File: config.mk
export PLATFORM = sky130hd
export DESIGN_NAME = filter_vector_fetcher
export DESIGN_NICKNAME = d
export VERILOG_FILES = /design/src/rtl/fvf_pkg.sv /design/src/rtl/fvf_cache.sv /design/src/rtl/filter_vector_fetcher.sv
export SDC_FILE = /design/constraint.sdc
export NUM_CORES = 1
export LEC_CHECK = 0
export BUFFER_PORTS_ARGS = -buffer_cell sky130_fd_sc_hd__buf_2
export CORE_ASPECT_RATIO = 0.5
export CORE_UTILIZATION = 25
export CTS_CLUSTER_DIAMETER = 150
export DETAILED_ROUTE_END_ITERATION = 16
export PLACE_DENSITY = 0.45
export SYNTH_ARGS = -nofsm -noshare
export SYNTH_HDL_FRONTEND = slang
export SYNTH_SLANG_ARGS = --single-unit
File: constraint.sdc
create_clock -name clk -period 6.8 [get_ports clk]
set_input_delay 0.68 -clock clk [delete_from_list [all_inputs] [get_ports clk]]
set_output_delay 0.68 -clock clk [all_outputs]
set_load 0.005 [all_outputs]
File: src/rtl/fvf_pkg.sv
// Shared definitions for the filter vector fetcher: FSM states, default
// geometry and the filter RAM address mapping.
package fvf_pkg;

  localparam int DEF_DATA_W  = 16;
  localparam int DEF_ADDR_W  = 9;
  localparam int DEF_NUM_VEC = 4;
  localparam int DEF_VEC_LEN = 9;

  typedef enum logic [2:0] {
    IDLE   = 3'd0,
    FETCH  = 3'd1,
    DRAIN  = 3'd2,
    STREAM = 3'd3,
    DONE   = 3'd4
  } fvf_state_e;

  // Vector v, element k lives at base + v*vec_len + k; caller truncates to
  // the RAM address width, which gives the required wrap-around.
  function automatic int unsigned fvf_addr(input int unsigned base,
                                           input int unsigned v,
                                           input int unsigned k,
                                           input int unsigned vec_len);
    return base + v * vec_len + k;
  endfunction

endpackage

File: src/rtl/fvf_cache.sv
// NUM_VEC x VEC_LEN filter cache: one write port, parallel read of element
// rd_idx across every vector.
module fvf_cache
  import fvf_pkg::*;
#(
  parameter int DATA_W  = DEF_DATA_W,
  parameter int NUM_VEC = DEF_NUM_VEC,
  parameter int VEC_LEN = DEF_VEC_LEN,
  parameter int VW      = (NUM_VEC > 1) ? $clog2(NUM_VEC) : 1,
  parameter int KW      = (VEC_LEN > 1) ? $clog2(VEC_LEN) : 1
) (
  input  logic                              clk,
  input  logic                              we,
  input  logic [VW-1:0]                     wr_vec,
  input  logic [KW-1:0]                     wr_idx,
  input  logic [DATA_W-1:0]                 wr_data,
  input  logic [KW-1:0]                     rd_idx,
  output logic [NUM_VEC-1:0][DATA_W-1:0]    rd_data
);

  for (genvar v = 0; v < NUM_VEC; v++) begin : g_vec
    logic [DATA_W-1:0] mem [VEC_LEN];

    always_ff @(posedge clk) begin
      if (we && wr_vec == VW'(v))
        mem[wr_idx] <= wr_data;
    end

    assign rd_data[v] = mem[rd_idx];
  end

endmodule

File: src/rtl/filter_vector_fetcher.sv
// Fetches NUM_VEC filter vectors from the filter RAM into a local cache and
// streams element k of all vectors in parallel; repeat passes replay the cache.
module filter_vector_fetcher
  import fvf_pkg::*;
#(
  parameter int DATA_W  = DEF_DATA_W,
  parameter int ADDR_W  = DEF_ADDR_W,
  parameter int NUM_VEC = DEF_NUM_VEC,
  parameter int VEC_LEN = DEF_VEC_LEN,
  parameter int IDX_W   = $clog2(VEC_LEN)
) (
  input  logic                        clk,
  input  logic                        reset,
  input  logic                        start,
  input  logic                        reload,
  input  logic [ADDR_W-1:0]           base_addr,
  output logic                        busy,
  output logic                        done,
  output logic                        cache_valid,
  output logic [ADDR_W-1:0]           dut__bvm__address,
  output logic                        dut__bvm__enable,
  output logic                        dut__bvm__write,
  output logic [DATA_W-1:0]           dut__bvm__data,
  input  logic [DATA_W-1:0]           bvm__dut__data,
  output logic                        out_valid,
  input  logic                        out_ready,
  output logic [NUM_VEC*DATA_W-1:0]   out_elements,
  output logic [IDX_W-1:0]            out_index,
  output logic                        out_last
);

  localparam int VW = (NUM_VEC > 1) ? $clog2(NUM_VEC) : 1;
  localparam logic [IDX_W-1:0] K_LAST = IDX_W'(VEC_LEN - 1);
  localparam logic [VW-1:0]    V_LAST = VW'(NUM_VEC - 1);

  fvf_state_e state;

  logic [ADDR_W-1:0] base_q, cached_base_q, addr_q;
  logic              cache_valid_q;
  logic [VW-1:0]     iss_v, cap_v, nxt_v;
  logic [IDX_W-1:0]  iss_k, cap_k, nxt_k, k_q;
  logic              cap_vld, iss_last, hit;

  logic [NUM_VEC-1:0][DATA_W-1:0] rd_data;

  // Walk (vector, element) of the read currently on the bus.
  always_comb begin
    nxt_k = iss_k + IDX_W'(1);
    nxt_v = iss_v;
    if (iss_k == K_LAST) begin
      nxt_k = '0;
      nxt_v = iss_v + VW'(1);
    end
    iss_last = (iss_v == V_LAST) && (iss_k == K_LAST);
  end

  assign hit = cache_valid_q && !reload && (base_addr == cached_base_q);

  always_ff @(posedge clk) begin
    if (reset) begin
      state         <= IDLE;
      base_q        <= '0;
      cached_base_q <= '0;
      cache_valid_q <= 1'b0;
      addr_q        <= '0;
      iss_v         <= '0;
      iss_k         <= '0;
      cap_vld       <= 1'b0;
      cap_v         <= '0;
      cap_k         <= '0;
      k_q           <= '0;
    end else begin
      // Read data returns one cycle after the address; remember its slot.
      cap_vld <= (state == FETCH);
      cap_v   <= iss_v;
      cap_k   <= iss_k;

      case (state)
        IDLE: begin
          if (start) begin
            base_q <= base_addr;
            k_q    <= '0;
            if (hit) begin
              state <= STREAM;
            end else begin
              state         <= FETCH;
              cache_valid_q <= 1'b0;
              addr_q        <= base_addr;
              iss_v         <= '0;
              iss_k         <= '0;
            end
          end
        end
        FETCH: begin
          if (iss_last) begin
            state <= DRAIN;
          end else begin
            iss_v  <= nxt_v;
            iss_k  <= nxt_k;
            addr_q <= ADDR_W'(fvf_addr(32'(base_q), 32'(nxt_v), 32'(nxt_k),
                                       32'(VEC_LEN)));
          end
        end
        DRAIN: begin
          cached_base_q <= base_q;
          cache_valid_q <= 1'b1;
          state         <= STREAM;
        end
        STREAM: begin
          if (out_ready) begin
            if (k_q == K_LAST) begin
              state <= DONE;
              k_q   <= '0;
            end else begin
              k_q <= k_q + IDX_W'(1);
            end
          end
        end
        DONE:    state <= IDLE;
        default: state <= IDLE;
      endcase
    end
  end

  fvf_cache #(
    .DATA_W  (DATA_W),
    .NUM_VEC (NUM_VEC),
    .VEC_LEN (VEC_LEN),
    .VW      (VW),
    .KW      (IDX_W)
  ) u_cache (
    .clk     (clk),
    .we      (cap_vld),
    .wr_vec  (cap_v),
    .wr_idx  (cap_k),
    .wr_data (bvm__dut__data),
    .rd_idx  (k_q),
    .rd_data (rd_data)
  );

  assign busy              = (state != IDLE);
  assign done              = (state == DONE);
  assign out_valid         = (state == STREAM);
  assign out_index         = k_q;
  assign out_last          = out_valid && (k_q == K_LAST);
  // Cache contents are undefined after reset, so keep the bus quiet when idle.
  assign out_elements      = out_valid ? rd_data : '0;
  assign cache_valid       = cache_valid_q;
  assign dut__bvm__address = addr_q;
  assign dut__bvm__enable  = (state == FETCH);
  assign dut__bvm__write   = 1'b0;
  assign dut__bvm__data    = '0;

endmodule

## After elaboration in Yosys (flattened, before gate mapping)

Memory sizes are Yosys's and may differ from the RTL's. A register that Yosys moved wholly into a read port is not among the register bits.
Index checks and enable logic that the tools add are counted.

| word-level totals | value |
|---|---|
| memories | 4 |
| bits in writable memories | 576 |
| input bits | 30 |
| output and inout port bits | 100 |
| flip-flop bits (word level) | 48 |
| logic and storage cells | 102 |

| operators by class | value |
|---|---|
| $add $sub $neg | 5 |
| muxes and demuxes | 44 |
| reductions and logical operators | 20 |
| $mul | 1 |
| equality and inequality tests | 17 |

Memory list:

| memory | words | bits a word | read ports | clocked after Yosys merged registers in | write ports | RTL line | text |
|---|---|---|---|---|---|---|---|
| u_cache.g_vec[0].mem | 9 | 16 | 1 | 1 | 1 | fvf_cache.sv:22 | `logic [DATA_W-1:0] mem [VEC_LEN];` |
| u_cache.g_vec[1].mem | 9 | 16 | 1 | 1 | 1 | fvf_cache.sv:22 |  |
| u_cache.g_vec[2].mem | 9 | 16 | 1 | 1 | 1 | fvf_cache.sv:22 |  |
| u_cache.g_vec[3].mem | 9 | 16 | 1 | 1 | 1 | fvf_cache.sv:22 |  |

Operator list:

| kind | number |
|---|---|
| two-way mux 64 bit | 1 |
| two-way mux 4 bit | 15 |
| two-way mux 9 bit | 3 |
| case mux 9 bit (2 select lines) | 1 |
| case mux 4 bit (2 select lines) | 2 |
| two-way mux 3 bit | 4 |
| case mux 3 bit (4 select lines) | 1 |
| two-way mux 1 bit | 10 |
| two-way mux 2 bit | 5 |
| adder 9 x 4 -> 9 bit | 1 |
| adder 9 x 6 -> 9 bit | 1 |
| equality test 9 bit | 1 |
| adder 4 x 1 -> 4 bit, second input constant | 2 |
| equality test 4 bit, second input constant | 2 |
| logical AND 1 bit | 8 |
| AND reduction 4 bit | 2 |
| equality test 2 bit, second input constant | 3 |
| equality test 3 x 2 -> 1 bit, second input constant | 2 |
| multiplier 2 x 4 -> 6 bit, second input constant | 1 |
| inequality test 2 x 1 -> 1 bit, second input constant | 3 |
| inequality test 2 bit, second input constant | 3 |
| AND reduction 3 bit | 2 |
| nonzero test 2 bit | 3 |
| case mux 2 bit (2 select lines) | 1 |
| 10 further kinds | 10 |

## Depth between registers and ports, before layout

| logic depth | value |
|---|---|
| depth in word-level cells | 7 |
| gate-level depth with buffers | 14 |
| mapped depth without buffers | 14 |

## Hierarchy

Synthesis repeated with hierarchy kept, for this count alone.

| unflattened totals | value |
|---|---|
| cell total of the unflattened synthesis | 1599 |
| area, all modules | 25879.8 µm² |

Modules (own cells, without submodules):

| module | instances | cells each | area an instance (µm²) | sequential area each (µm²) |
|---|---|---|---|---|
| fvf_cache | 1 | 1216 | 22719.3 | 17296.6 |
| filter_vector_fetcher | 1 | 383 | 3160.5 | 960.9 |

## Worst setup path after synthesis

Ideal clock, no wire load.

| timing | value |
|---|---|
| path kind | register to register |
| start | register iss_k[0] |
| end | register addr_q[5] (netlist: dut__bvm__address[5]) |
| path buffers | 0 |
| clock period less this slack | 3346 ps |
| library setup time | 80 ps |
| setup slack | 3454 ps |
| arrival time | 3266 ps |
| stages on the path, launching flop included | 15 |
| required time | 6720 ps |
| cells stage by stage | dfxtp_1 -> inv_1 -> ha_1 -> nand3b_2 -> mux2_2 -> ha_1 -> fa_1 -> ha_1 -> inv_1 -> fa_1 -> nand2b_1 -> a21oi_1 -> nor2_1 -> o31a_1 -> a211oi_2 |

| between the ends | value |
|---|---|
| cells in the longest elaborated chain, start to end | 7 |
| elaborated cells on any way between the ends | 12 |
| those cells by class | add/sub: 3; mul: 1; eq/ne: 2; mux: 4; reduce/logical: 2 |

Ends and longest elaborated chain:

| element | RTL line | text |
|---|---|---|
| from (decl) | filter_vector_fetcher.sv:41 | `logic [IDX_W-1:0] iss_k, cap_k, nxt_k, k_q;` |
| from (signal assigned) | filter_vector_fetcher.sv:99 | `iss_k <= nxt_k;` |
| equality test 4 bit | filter_vector_fetcher.sv:50, filter_vector_fetcher.sv:54 |  |
| two-way mux 2 bit | filter_vector_fetcher.sv:50 | `if (iss_k == K_LAST) begin` |
| multiplier 2 x 4 -> 6 bit | fvf_pkg.sv:24 | `return base + v * vec_len + k;` |
| adder 9 x 6 -> 9 bit | fvf_pkg.sv:24 |  |
| adder 9 x 4 -> 9 bit | fvf_pkg.sv:24 |  |
| two-way mux 9 bit | filter_vector_fetcher.sv:95 | `if (iss_last) begin` |
| case mux 9 bit (2 select lines) | filter_vector_fetcher.sv:78 | `case (state)` |
| to (signal assigned) | filter_vector_fetcher.sv:88 | `addr_q <= base_addr;` |
| to (signal assigned) | filter_vector_fetcher.sv:100 | `addr_q <= ADDR_W'(fvf_addr(32'(base_q), 32'(nxt_v), 32'(nxt_k),` |
| to (decl) | filter_vector_fetcher.sv:38 | `logic [ADDR_W-1:0] base_q, cached_base_q, addr_q;` |

Parallel ways exist; a longest one is shown, timed or not. The select of a mux whose other input is x is not followed.
A chain may end at the register's enable or synchronous reset.

## Worst setup path after layout

| timing | value |
|---|---|
| start | register state[1] |
| end | output out_elements[46] |

| between the ends | value |
|---|---|
| cells in the longest elaborated chain, start to end | 2 |

Ends and longest elaborated chain:

| element | RTL line | text |
|---|---|---|
| from (decl) | filter_vector_fetcher.sv:36 | `fvf_state_e state;` |
| from (signal assigned) | filter_vector_fetcher.sv:61 | `state <= IDLE;` |
| from (signal assigned) | filter_vector_fetcher.sv:84 | `state <= STREAM;` |
| from (signal assigned) | filter_vector_fetcher.sv:86 | `state <= FETCH;` |
| equality test 3 x 2 -> 1 bit | filter_vector_fetcher.sv:143 | `assign out_valid = (state == STREAM);` |
| two-way mux 64 bit | filter_vector_fetcher.sv:147 | `assign out_elements = out_valid ? rd_data : '0;` |
| to (decl) | filter_vector_fetcher.sv:27 | `output logic [NUM_VEC*DATA_W-1:0] out_elements,` |

No other way between the ends.

==> impl_metrics.ini <==
[outcome]
status = completed

[flow_run]
drv_cap = 0

[synthesis]
avgSynthCellArea_um2 = 15.4
async_reset_ff_frac = 0
netlist_top_cells_area = edfxtp_1 67%, mux2_2 5.6%, mux2i_1 5.5%
ys.warnings.count = 0
synth.most_common_cell = edfxtp_1
netlist_top_cells_count = 576 x edfxtp_1, 152 x a21oi_1, 142 x mux2i_1, 141 x o21ai_0, 129 x mux2_2
synth_sequential_area_ratio = 0.710
yosysUniqueCellTypes = 59
syn_inst = 1683
yosysTopAreaCellShare = 0.669
synth_largest_area_cell = edfxtp_1
synth_ff_type = edfxtp_1
ys_ff_latch = 628
synth_edf_count = 576
syn_area_mm2 = 0.0258

[die]
initial_core_util = 0.255
dieArea_mm2 = 0.105
io-pin-count = 130
rows = 82
core_area_mm2 = 0.101
dieWidth_um = 457
die_y_um = 229

[sta]
slew_headroom = 0.265
maxSlewViolCount = 0
min_period_over_period = 0.600
fin_setup_tns_ns = 0
fin_crit_ns = 4.08
finalSetupViolCount = 0
hold_viol = 0
worstMarginPinSlew_ns = 1.10
grt_setup_unrepaired = no
fmax_mhz = 245
clock_skew_ns = 0.0397

[drt]
ant_nets = 0
drt_iter0_markers = 1012
vias = 14585
drc = 0
drtPass1Iterations = 5
viasPerCell = 4.58
wl_per_cell_um = 21.1
drt_wl_total_um = 67000

[final_layout]
fin_util = 0.296
syn_to_final_growth_pct = 16.1
multi_input_area_mm2 = 0.00702
fillerInstances = 10098
final_cell_count_no_fill = 3184
diodes = 0
layout-drive-gt1-share = 0.226
nets = 1848
regArea_mm2 = 0.0184

[cts]
cts_tree = yes
cts_max_level = 2
clockRootBuffer = clkbuf_16
ctsResizeCount = 0
cts_max_path_buffers = 3
cts_setup_buffers = 0
cts_made_buffers = 60
cts_hold_buf = 0
clock_latency_ns = 0.63
clk_transition_reported_paths_ns = 0.07
clock_sinks = 628

[worst_setup_path]
end_kind = output port
slowest_delay_ns = 0.71
critPathSlowestCell = buf_4
start_kind = flip-flop
arrival_ns = 3.40
crit_path_cell_trace = nand3b_1 > inv_2 > buf_4 > o21ai_0 > a21oi_1 > buf_2
setup.worst_path.class = flip-flop to output port
crit_fanout = 49
crit_required_ns = 6.12

[placement]
portBuffers = 112
gp_congestion = 0.730
dp.cells = 3078
hpwl_um = 36000

[global_route]
grt_max_degree = 107
antenna_found_initial = 4
grt-ovfl-total = 0
grt_pass1_vias = 14710
track_usage = 0.125
grt_pass1_wl_um = 98100

[pwr]
seq_power_share = 0.523
leakage_uw = 0.00923
comb_power_share = 0.053
p_clk_frac = 0.424
p_per_area_mw_per_mm2 = 273
ir_drop_v = 0.000224
p_int_uw = 6380
netSwitchingFraction = 0.220
power.switching_uw = 1800

[hold_path]
hp-class = input port to flip-flop
-- logic make-up (layout without fill, tap and decap cells) --
kind of cell             Yosys count  after routing  share of synthesized area
multiplexers                     271            271                      0.111
flip-flops                       628            628                      0.710
XOR/XNOR                          12             12                    0.00407
adder cells (fa/ha/maj)           22             22                     0.0115
AO/OA/AOI/OAI                    448            448                      0.107
AND/OR/NAND/NOR                  173            173                     0.0330
other                              1             17                   0.000145
buffers and inverters            128            269                     0.0240
-- worst max-delay path, delay by kind of cell (launching register included) --
kind            cells  cell delay (ns)
buf+inv             3             1.34
compound gates      2             0.59
flops               1             0.56
simple gates        1             0.24
-- placed cells by master, fill, tap and decap left out, types with 11 or more instances in the layout --
cell type    n
edfxtp_1   576
a21oi_1    152
mux2i_1    142
o21ai_0    141
mux2_2     129
buf_2      112
a21boi_0    64
a221oi_1    64
clkbuf_16   61
dfxtp_1     48
nor2_1      44
nand2_1     39
buf_4       36
nor2_2      27
ha_1        19
conb_1      17
clkbuf_1    13
clkinv_1    12
xor2_1      11
-- metal layers --
layer | global-route usage | wire (um)
met5 | 0 | 0
met4 | 0.0354 | 1520
met3 | 0.0175 | 2430
met2 | 0.204 | 31400
met1 | 0.172 | 31700
-- layout make-up --
cell class / count / share of cell area
clock buffer: 74 / 0.0525
multi-input combinational: 943 / 0.234
timing repair buffer: 151 / 0.0297
sequential: 628 / 0.612
clock inverter: 32 / 0.0144
inverter: 12 / 0.00154
tap: 1344 / 0.0561
-- state kept, by name (all words and copies together), names as in the netlist, named ones only --
| name | cells |
|---|---|
| iss_k | 4 |
| state | 3 |
| cap_v | 2 |
| cache_valid | 1 |
| out_index | 4 |
| dut__bvm__address | 9 |
| cached_base_q | 9 |
| base_q | 9 |
| cap_vld | 1 |
| u_cache.g_vec.mem | 576 |
| iss_v | 2 |
| cap_k | 4 |
-- through the flow --
step                hold WS [ns]  total power [uW]  cell area (um^2)  worst slack [ns]
floorplan                  0.453              4610             25900              3.45
global placement           0.469              4800             28000              3.23
detailed placement         0.471              4800             28000              3.21
CTS                        0.267              8290             30000              2.65
global route               0.290              8460             30000              2.46
finish                     0.317              8180             30000              2.72
-- power by group through the flow --
stage,clock (uW),combinational [uW],sequential (uW)
after floorplan,0,267,4340
after global placement,0,441,4360
after detailed placement,0,442,4360
after CTS,3570,444,4280
after global routing,3710,479,4280
final,3470,433,4280
-- final timing paths --
kind | from | end | slack [ns] | cells after the start
worst max-delay path | state[1]$_SDFFE_PP0P_ | out_elements[46] | 2.72 | 6
worst min-delay path | base_addr[6] | base_q[6]$_SDFFE_PP0P_ | 0.32 | 3
worst min register to register | base_q[6]$_SDFFE_PP0P_ | base_q[6]$_SDFFE_PP0P_ | 0.48 | 2
worst max register to register | iss_k[0]$_SDFFE_PP0P_ | dut__bvm__address[5]$_SDFFE_PP0P_ | 3.17 | 14
No activity file was read; power rests on OpenSTA's default activity.
